### config.mk
export PLATFORM = sky130hd
export DESIGN_NAME = popcount_rr_arbiter
export DESIGN_NICKNAME = d
export VERILOG_FILES = /design/src/rtl/bnna_pcnt_pkg.sv /design/src/rtl/pcnt_tag_fifo.sv /design/src/rtl/popcount_rr_arbiter.sv
export SDC_FILE = /design/constraint.sdc
export NUM_CORES = 1
export LEC_CHECK = 0
export CAP_MARGIN = 25
export CORE_AREA = 5 5 133 135
export DETAILED_ROUTE_END_ITERATION = 10
export DIE_AREA = 0 0 138 140
export PLACE_DENSITY = 0.82
export RECOVER_POWER = 25
export SYNTH_ARGS = -nofsm -noshare
export SYNTH_HDL_FRONTEND = slang
export SYNTH_SLANG_ARGS = --single-unit
export TNS_END_PERCENT = 5
### constraint.sdc
create_clock -name clk -period 5.87 [get_ports clk]
set_clock_uncertainty 0.15 [all_clocks]
set_input_delay 1.174 -clock clk [delete_from_list [all_inputs] [get_ports clk]]
set_output_delay 1.174 -clock clk [all_outputs]
set_load 0.05 [all_outputs]
### src/rtl/bnna_pcnt_pkg.sv
// Shared definitions for the BNN popcount datapath.
//   WORD_W / RES_W : popcount input word and result widths
//   pc_word_t      : one popcount input word
//   pc_res_t       : one popcount result, 2*popcount(word) - WORD_W, two's complement
//   pcnt_2p_n()    : reference for what the popcount unit computes on a word
package bnna_pcnt_pkg;

    localparam int WORD_W = 64;
    localparam int RES_W  = 8;

    typedef logic [WORD_W-1:0] pc_word_t;
    typedef logic [RES_W-1:0]  pc_res_t;

    // Bipolar popcount: +1 per set bit, -1 per clear bit.
    function automatic pc_res_t pcnt_2p_n(input pc_word_t w);
        int n;
        n = 0;
        for (int i = 0; i < WORD_W; i++) n += int'(w[i]);
        return pc_res_t'(2 * n - WORD_W);
    endfunction

endpackage

### src/rtl/pcnt_tag_fifo.sv
// In-order tag FIFO holding the requester ID of every word issued to the popcount unit.
//   clk, rst       : clock, asynchronous active-low reset (empties the FIFO)
//   push/push_data : write one tag
//   pop/pop_data   : pop_data shows the oldest tag; pop consumes it
//   empty/full     : occupancy flags
// Push and pop in the same cycle are both honoured, including when full.
// DEPTH must be a power of two, at least 2.
module pcnt_tag_fifo #(
    parameter int WIDTH = 2,
    parameter int DEPTH = 8
) (
    input  logic             clk,
    input  logic             rst,
    input  logic             push,
    input  logic [WIDTH-1:0] push_data,
    input  logic             pop,
    output logic [WIDTH-1:0] pop_data,
    output logic             empty,
    output logic             full
);

    localparam int AW = $clog2(DEPTH);

    logic [WIDTH-1:0] mem [DEPTH];
    // One extra wrap bit distinguishes full from empty.
    logic [AW:0]      wr_ptr;
    logic [AW:0]      rd_ptr;
    logic             do_push;
    logic             do_pop;

    assign empty    = (wr_ptr == rd_ptr);
    assign full     = (wr_ptr[AW] != rd_ptr[AW]) && (wr_ptr[AW-1:0] == rd_ptr[AW-1:0]);
    assign do_pop   = pop && !empty;
    assign do_push  = push && (!full || do_pop);
    assign pop_data = mem[rd_ptr[AW-1:0]];

    always_ff @(posedge clk or negedge rst) begin
        if (!rst) begin
            wr_ptr <= '0;
            rd_ptr <= '0;
        end else begin
            if (do_push) wr_ptr <= wr_ptr + (AW+1)'(1);
            if (do_pop)  rd_ptr <= rd_ptr + (AW+1)'(1);
        end
    end

    // Storage carries no reset; only the pointers define what is valid.
    always_ff @(posedge clk) begin
        if (do_push) mem[wr_ptr[AW-1:0]] <= push_data;
    end

endmodule

### src/rtl/popcount_rr_arbiter.sv
// Round-robin arbiter sharing one popcount pipeline among N_REQ requesters.
//   clk, rst      : clock, asynchronous active-low reset
//   req_val_i     : per-lane word valid (must not depend on req_rdy_o)
//   req_data_i    : per-lane words, lane k at [k*WORD_W +: WORD_W]
//   req_rdy_o     : one-hot grant, combinational from req_val_i and the credit count
//   rsp_val_o     : one-hot result valid, routed to the lane that issued the word
//   rsp_data_o    : result, broadcast to all lanes
//   pc_stream_o   : word to popcount unit (holds when idle)
//   pc_val_o      : word valid to popcount unit
//   pc_stream_i   : popcount result
//   pc_val_i      : popcount result valid
//   busy_o        : words are in flight
//   err_o         : sticky, a result arrived with nothing in flight
module popcount_rr_arbiter #(
    parameter int N_REQ        = 4,
    parameter int WORD_W       = bnna_pcnt_pkg::WORD_W,
    parameter int RES_W        = bnna_pcnt_pkg::RES_W,
    parameter int MAX_INFLIGHT = 8,
    parameter int ID_W         = $clog2(N_REQ)
) (
    input  logic                    clk,
    input  logic                    rst,
    input  logic [N_REQ-1:0]        req_val_i,
    input  logic [N_REQ*WORD_W-1:0] req_data_i,
    output logic [N_REQ-1:0]        req_rdy_o,
    output logic [N_REQ-1:0]        rsp_val_o,
    output logic [RES_W-1:0]        rsp_data_o,
    output logic [WORD_W-1:0]       pc_stream_o,
    output logic                    pc_val_o,
    input  logic [RES_W-1:0]        pc_stream_i,
    input  logic                    pc_val_i,
    output logic                    busy_o,
    output logic                    err_o
);

    localparam int CNT_W = $clog2(MAX_INFLIGHT) + 1;

    logic [ID_W-1:0]   ptr;
    logic [ID_W-1:0]   grant;
    logic              any_val;
    logic [WORD_W-1:0] word_sel;
    logic [CNT_W-1:0]  cnt;
    logic [CNT_W-1:0]  cnt_nxt;
    logic              credit_ok;
    logic              accept;
    logic              pop;
    logic [ID_W-1:0]   tag;
    logic              fifo_empty;
    logic              fifo_full;

    // First requesting lane at or after ptr, wrapping at N_REQ.
    always_comb begin
        int              idx;
        logic [ID_W-1:0] sel;
        grant   = '0;
        any_val = 1'b0;
        for (int i = 0; i < N_REQ; i++) begin
            idx = int'(ptr) + i;
            if (idx >= N_REQ) idx = idx - N_REQ;
            sel = ID_W'(idx);
            if (!any_val && req_val_i[sel]) begin
                any_val = 1'b1;
                grant   = sel;
            end
        end
    end

    always_comb begin
        word_sel = '0;
        for (int k = 0; k < N_REQ; k++)
            if (grant == ID_W'(k)) word_sel = req_data_i[k*WORD_W +: WORD_W];
    end

    // Credit check uses the registered count: a return this cycle does not
    // free a slot until next cycle. fifo_full tracks cnt and is only a guard.
    assign credit_ok = (cnt < CNT_W'(MAX_INFLIGHT)) && !fifo_full;
    // Gated by rst so the ready stays low while reset is held.
    assign accept    = rst && any_val && credit_ok;
    // A result with no tag outstanding is dropped and flagged instead.
    assign pop       = pc_val_i && !fifo_empty;

    always_comb begin
        req_rdy_o = '0;
        if (accept) req_rdy_o[grant] = 1'b1;
    end

    always_comb begin
        cnt_nxt = cnt;
        if (accept && !pop)      cnt_nxt = cnt + CNT_W'(1);
        else if (!accept && pop) cnt_nxt = cnt - CNT_W'(1);
    end

    pcnt_tag_fifo #(
        .WIDTH (ID_W),
        .DEPTH (MAX_INFLIGHT)
    ) u_tag_fifo (
        .clk       (clk),
        .rst       (rst),
        .push      (accept),
        .push_data (grant),
        .pop       (pop),
        .pop_data  (tag),
        .empty     (fifo_empty),
        .full      (fifo_full)
    );

    always_ff @(posedge clk or negedge rst) begin
        if (!rst) begin
            ptr         <= '0;
            cnt         <= '0;
            pc_val_o    <= 1'b0;
            pc_stream_o <= '0;
            rsp_val_o   <= '0;
            rsp_data_o  <= '0;
            busy_o      <= 1'b0;
            err_o       <= 1'b0;
        end else begin
            cnt      <= cnt_nxt;
            busy_o   <= (cnt_nxt != '0);
            pc_val_o <= accept;
            if (accept) begin
                ptr         <= (grant == ID_W'(N_REQ-1)) ? '0 : grant + ID_W'(1);
                pc_stream_o <= word_sel;
            end
            rsp_val_o <= pop ? (N_REQ'(1) << tag) : '0;
            if (pop) rsp_data_o <= pc_stream_i;
            if (pc_val_i && fifo_empty) err_o <= 1'b1;
        end
    end

endmodule

==> metrics.csv, run 1 <==
stage,metric,value,unit
critical_path,reg-to-reg critical path startpoint,ptr[1]$_DFFE_PN0N_,
critical_path,CP Class,primary input to output pin,
layout,share of post-route cells with drive strength above 1,3.65,%
global_routing,gr usage total,25.0,%
layout,Layout area overhead,60.8,%
floorplan,Die ar.,0.0193,mm2
critical_path,Slowest cell on crit path,ha_4,
power,Switching Share,50.1,%
clocking,CTS tree,built,
drt,DR iter-0 viols,364,
clocking,total CTS buffers,9,
status,outcome,"finished, violations left",
global_routing,grt met1 use,29.2,%
place,PortBufs,353,
global_routing,pin count of the biggest net entering global routing,93,
yosys,synth warn,0,
yosys,Syn Std Cell Area,0.00644,mm2
floorplan,FP Rows,47,
critical_path,worst setup path start,req_val_i[0],
yosys,Synth Flop Type,dfrtp_1,
floorplan,# IOs,354,
drt,routed via count,7005,
layout,"commonest non-fill, non-tap cells in the layout","clkdlybuf4s50_1, a21oi_1, nand2_1",
timing,sum of negative setup slack,0,ns
clocking,clock slew at reported path FFs,0.08,ns
power,P_int,2.47,mW
place,dpl ws,1.13,ns
floorplan,Die H,140,um
power,Logic pwr share,62.0,%
floorplan,core box area,0.0163,mm2
power,Sequential Power Share,25.8,%
clocking,CTS Hold Buffers Added,0,
layout,"non-filler cells, final",1345,
critical_path,CP Capture Type,output pin,
layout,Final Util,63.3,%
drt,drt wl/cell,18.6,um
yosys,Post-Syn Nets,1097,
clocking,htree depth,3,
critical_path,CP peak stage delay,0.56,ns
power,maximum vdd ir drop,0.240,mV
status,failing checks,"max-capacitance violations, max-slew violations",
worst_hold_path,Hold Path Class,flip-flop to flip-flop,
clocking,Post-CTS Repair Setup Buffers,0,
power,Leakage,4.07,nW
timing,Max Slew Vio Count,43,
timing,RSZ-0062 raised after global routing,false,
critical_path,Worst Path Arrival,3.41,ns
timing,Final Hold Viols,0,
drt,drt first pass iters,5,
global_routing,first-pass GRT wire length,38200,um
yosys,Mean Syn Cell Area,7.87,um2
place,Detailed Place HPWL,18800,um
power,total power,4.95,mW
timing,Rel. slew slack,-66.5,%
power,Psw,2.48,mW
yosys,sequential area share after synthesis,43.6,%
timing,achievable clock frequency,0.211,GHz
timing,final setup vio count,0,
drt,DRT antenna net count,0,
global_routing,Global Route met2 Usage,43.5,%
flow_run,max cap viols,1,
drt,vias per std cell,5.21,
critical_path,FF-to-FF setup slack,2.43,ns
worst_hold_path,hold_sp,err_o$_DFFE_PN0P_,
timing,"Worst Setup Slack, final",1.13,ns
place,Placed Area,0.0101,mm2
layout,fin nets,1396,
timing,fin crit period,4.74,ns
critical_path,critical path cell sequence,"clkdlybuf4s50_1, a21oi_1, o21a_1, o22a_1, ha_4, and3_1, buf_12",
place,placed cells,1326,
floorplan,Initial Util,39.4,%
yosys,Synth Instances,818,
critical_path,startpoint types,primary input,
layout,"commonest non-fill, non-tap cell in the layout",clkdlybuf4s50_1,
clocking,Clock Path Buffers,2,
yosys,synthesized flop and latch total,109,
drt,residual DRC count,0,
critical_path,Worst EP required,4.55,ns
place,GPL Wtd Cong,0.981,
critical_path,CP Max Fanout,52,
power,Clk network pwr share,12.2,%
clocking,Clock Sinks,109,
timing,final hold slack,0.311,ns
global_routing,vias in the first global route,6803,
global_routing,GRT met3 Usage,8.25,%
global_routing,grt ovf,0,
clocking,# resized after CTS,0,
global_routing,antenna violations before repair,6,
clocking,clk root buf,clkbuf_16,
timing,Tightest Pin Transition,2.50,ns
yosys,"EDFF count, synth",16,
yosys,ys async rst share,85.3,%
clocking,clock latency on the worst-skew pair,0.35,ns
layout,design area,0.0104,mm2
power,Power Dens Cells,479,mW/mm2
timing,final worst-path cycle share,80.7,%
drt,final wirelength,25100,um
floorplan,Die X,138,um
global_routing,grt peak-use layer,met2,
yosys,Yosys cell types,42,
cells in the mapped netlist, types with 2 or more instances:
cell        n  share of area (%)
mux4_2      4                1.4
nor4_1      2               0.19
ha_1        8                1.6
a21oi_1   196                 15
buf_1      15               0.87
buf_6       2               0.35
nor4b_1     2               0.27
nand4_1     3               0.29
buf_2       9               0.70
nor3b_1     3               0.35
o41a_1      2               0.35
or4_1       3               0.35
o21ai_0    49                3.8
edfxtp_1   16                7.5
inv_1       6               0.35
and3_1      4               0.39
dfrtp_1    93                 36
nand2_1   168                9.8
mux2i_1     2               0.31
xnor2_1     8                1.1
nor3_1      3               0.23
mux2_2      2               0.35
xor2_1      6               0.82
nand3b_1   64                7.5
clkbuf_1   46                2.7
nor2_1     70                4.1
o21ai_1    17                1.3
cells by family after synthesis:
family                     share of synthesized area [%]
muxes                                               2.06
AOI/OAI and AO/OA                                   21.8
buffers and inverters                               5.13
xor gates and xnor gates                            1.90
DFF                                                 43.6
adders and majority gates                           1.71
and+or+nand+nor                                     23.8
layout make-up:
type	instances	area, um2
Tap cell	220	275
Clock buffer	9	225
Timing Repair Buffer	361	3600
Inverter	7	26.3
Sequential cell	109	2810
Antenna cell	3	7.51
Fill cell	1465	5990
Multi-Input combinational cell	629	3350
Clock inverter	7	67.6
worst max-delay path, delay by kind of cell:
kind,cells,cell delay [ns]
AO/OA/AOI/OAI,3,0.74
adder cells (fa/ha/maj),1,0.56
AND/OR/NAND/NOR,1,0.30
buffers and inverters,2,0.62
registers in the layout, summed over array words and instances (netlist names):
register           cells
err_o                  1
busy_o                 1
ptr                    2
pc_stream_o           64
cnt                    4
pc_val_o               1
u_tag_fifo.mem        16
u_tag_fifo.rd_ptr      4
rsp_data_o             8
u_tag_fifo.wr_ptr      4
rsp_val_o              4
final timing paths:
path                                          endpoint  cells after the start
min in group asynchronous  pc_stream_o[10]$_DFFE_PN0N_                      1
max reg2reg                pc_stream_o[27]$_DFFE_PN0N_                     12
max in group asynchronous  pc_stream_o[14]$_DFFE_PN0N_                      2
min reg2reg                          err_o$_DFFE_PN0P_                      1
max                                       req_rdy_o[3]                      7
min                                  err_o$_DFFE_PN0P_                      1
metal layers:
metal | vias to the layer above | part of all wire, %
met5 | - | 0.16
met1 | 3229 | 39
met2 | 305 | 50
met3 | 48 | 8.7
met4 | 6 | 2.8
li1 | 3417 | -
power by group through the flow:
stage,combinational [mW],sequential [mW],clock (mW)
after CTS,3.10,1.28,0.623
after global routing,3.33,1.32,0.655
after global placement,3.03,1.27,0
after floorplan,1.39,1.97,0
after detailed placement,3.09,1.29,0
final,3.07,1.28,0.604
No activity file was read; power rests on OpenSTA's default activity.
==> run 2, diff against run 1 <==
CORE_AREA = unset   (was 5 5 133 135)
CORE_MARGIN = 5   (was unset)
CORE_UTILIZATION = 40   (was unset)
DIE_AREA = unset   (was 0 0 138 140)
PLACE_DENSITY = 0.83   (was 0.82)
clock period = 4.7 ns   (was 5.87 ns; I/O delays follow)
==> metrics.csv, run 2 (synthesis results as in run 1) <==
stage,metric,value,unit,change
status,outcome,"finished, violations left",,
status,failing checks,"max-capacitance violations, max-slew violations",,
clocking,total CTS buffers,9,,unchanged
clocking,Clock Path Buffers,2,,unchanged
layout,max FFs per register,64,,unchanged
clocking,clock latency on the worst-skew pair,0.36,ns,about the same
flow_run,max cap viols,1,,unchanged
critical_path,CP Class,primary input to output pin,,
timing,final setup vio count,0,,unchanged
timing,final hold slack,0.316,ns,+0.00476 ns
drt,drt first pass iters,4,,-1
place,PortBufs,353,,unchanged
global_routing,antenna violations before repair,7,,+1
layout,Biggest register,pc_stream_o,,
critical_path,reg-to-reg critical path startpoint,u_tag_fifo.rd_ptr[0]$_DFFE_PN0P_,,
clocking,Post-CTS Repair Setup Buffers,0,,unchanged
drt,DRT antenna net count,0,,unchanged
clocking,CTS Hold Buffers Added,0,,unchanged
timing,Final Hold Viols,0,,unchanged
power,Leakage,4.10,nW,+0.81%
clocking,# resized after CTS,0,,unchanged
critical_path,crit path capture,req_rdy_o[3],,
floorplan,# IOs,354,,unchanged
global_routing,gr usage total,25.7,%,+0.77 points
place,Placed Area,0.0101,mm2,+0.57%
drt,drt wl/cell,18.3,um,-1.9%
global_routing,grt ovf,0,,unchanged
floorplan,core box area,0.0158,mm2,-3.2%
clocking,CTS tree,built,,
timing,sum of negative setup slack,0,ns,unchanged
critical_path,Reg-to-Reg End,busy_o$_DFF_PN0_,,
critical_path,Worst EP required,3.61,ns,-0.94 ns
drt,final wirelength,24700,um,-1.6%
critical_path,Slowest cell on crit path,dlygate4sd3_1,,
critical_path,startpoint types,primary input,,
drt,DR iter-0 viols,347,,-4.7%
drt,vias per std cell,5.19,,-0.35%
critical_path,FF-to-FF setup slack,1.61,ns,-0.82 ns
layout,share of post-route cells with drive strength above 1,4.08,%,+0.43 points
clocking,Clock Sinks,109,,unchanged
floorplan,Initial Util,40.7,%,+1.3 points
layout,"commonest non-fill, non-tap cell in the layout",clkdlybuf4s50_1,,
critical_path,worst setup path start,req_val_i[0],,
critical_path,Worst Path Arrival,3.09,ns,-0.32 ns
global_routing,pin count of the biggest net entering global routing,129,,+39%
drt,residual DRC count,0,,unchanged
power,maximum vdd ir drop,0.366,mV,+53%
place,Detailed Place HPWL,18800,um,about the same
timing,fin crit period,4.18,ns,
floorplan,FP Rows,46,,-2.1%
critical_path,Worst Reg-to-Reg Cells,7,,-5
floorplan,Die X,137,um,-0.82%
floorplan,Die ar.,0.0187,mm2,-3.0%
timing,achievable clock frequency,0.239,GHz,
worst_hold_path,Hold Path Class,flip-flop to flip-flop,,
drt,routed via count,7001,,-0.057%
clocking,htree depth,3,,unchanged
layout,"commonest non-fill, non-tap cells in the layout","clkdlybuf4s50_1, a21oi_1, nand2_1",,
layout,fin nets,1401,,+0.36%
clocking,clk root buf,clkbuf_16,,
place,GPL Wtd Cong,0.881,,-10%
critical_path,CP Max Fanout,27,,-48%
layout,fill count,1321,,-9.8%
critical_path,CP Capture Type,output pin,,
clocking,clock slew at reported path FFs,0.07,ns,about the same
timing,Tightest Pin Transition,2.23,ns,-0.268 ns
critical_path,CP peak stage delay,0.60,ns,+0.04 ns
timing,RSZ-0062 raised after global routing,false,,
global_routing,vias in the first global route,6881,,+1.1%
timing,final worst-path cycle share,88.9,%,
power,Power Dens Cells,597,mW/mm2,+25%
timing,Max Slew Vio Count,43,,unchanged
global_routing,first-pass GRT wire length,36900,um,-3.5%
critical_path,critical path cell sequence,"dlygate4sd3_1, a21oi_1, o21a_1, o22a_1, ha_4, and3_1, buf_12",,
floorplan,Die H,137,um,-2.2%
layout,design area,0.0104,mm2,+0.65%
timing,Rel. slew slack,-48.7,%,+18 points
layout,Layout area overhead,61.9,%,
-- run 2: changes by cell type in the layout (fill, tap and decap cells not counted) --
| cell | change |
|---|---|
| diode_2 | +3 |
| buf_12 | +2 |
| clkbuf_8 | +1 |
| buf_4 | +3 |
| inv_8 | -1 |
-- run 2: metal layers --
layer	part of all wire, %	vias up	global-route usage, %
met1	37	3242	29.6
met5	0.11	-	0
li1	-	3434	-
met2	50	267	43.0
met4	3.5	4	11.0
met3	9.3	54	9.60
-- run 2: worst min-delay path by stage --
stage                             end  cells past startpoint         startpoint  slack, ns
floorplan            cnt[2]$_DFF_PN0_                      1   cnt[2]$_DFF_PN0_       0.32
global placement    err_o$_DFFE_PN0P_                      1  err_o$_DFFE_PN0P_       0.29
detailed placement  err_o$_DFFE_PN0P_                      1  err_o$_DFFE_PN0P_       0.30
CTS                 err_o$_DFFE_PN0P_                      1  err_o$_DFFE_PN0P_       0.32
global route        err_o$_DFFE_PN0P_                      1  err_o$_DFFE_PN0P_       0.36
finish              err_o$_DFFE_PN0P_                      1  err_o$_DFFE_PN0P_       0.32
-- run 2: through the flow --
stage / util (%) / setup WS (ns) / power [mW] / std cells
2_1_floorplan: - / 0.515 / 4.19 / 818
3_3_place_gp: 63.9 / 0.742 / 5.38 / 1327
3_5_place_dp: 63.9 / 0.646 / 5.48 / 1327
4_1_cts: 65.8 / 0.641 / 6.27 / 1343
5_1_grt: 65.8 / 0.383 / 6.67 / 1348
6_report: 65.8 / 0.522 / 6.22 / 1349
-- run 2: cell type report --
type | count | area [um2] | area share [%]
inverter | 7 | 26.3 | 0.252
clock inverter | 6 | 56.3 | 0.540
clock buffer | 10 | 239 | 2.29
multi-input combinational | 629 | 3350 | 32.1
antenna | 6 | 15.0 | 0.144
tap | 216 | 270 | 2.59
timing repair buffer | 366 | 3660 | 35.1
sequential | 109 | 2810 | 26.9
-- run 2: critical path: cells and delay by family --
family,cells,cell delay [ns]
AO/OA/AOI/OAI,3,0.73
buffers and inverters,2,0.75
adder cells (fa/ha/maj),1,0.38
AND/OR/NAND/NOR,1,0.27
-- run 2: power breakdown --
part / internal, mW / leakage [nW] / switching, mW
Sequential: 1.33 / 1.32 / 0.266
Combinational: 1.41 / 2.64 / 2.46
Clock: 0.384 / 0.146 / 0.372
==> run 3, diff against run 2 <==
ABC_CLOCK_PERIOD_IN_PS = 4700   (was unset)
CAP_MARGIN = 5   (was 25)
==> results of run 3 <==
Final layout, timing and power as in run 2 (identical DEF).
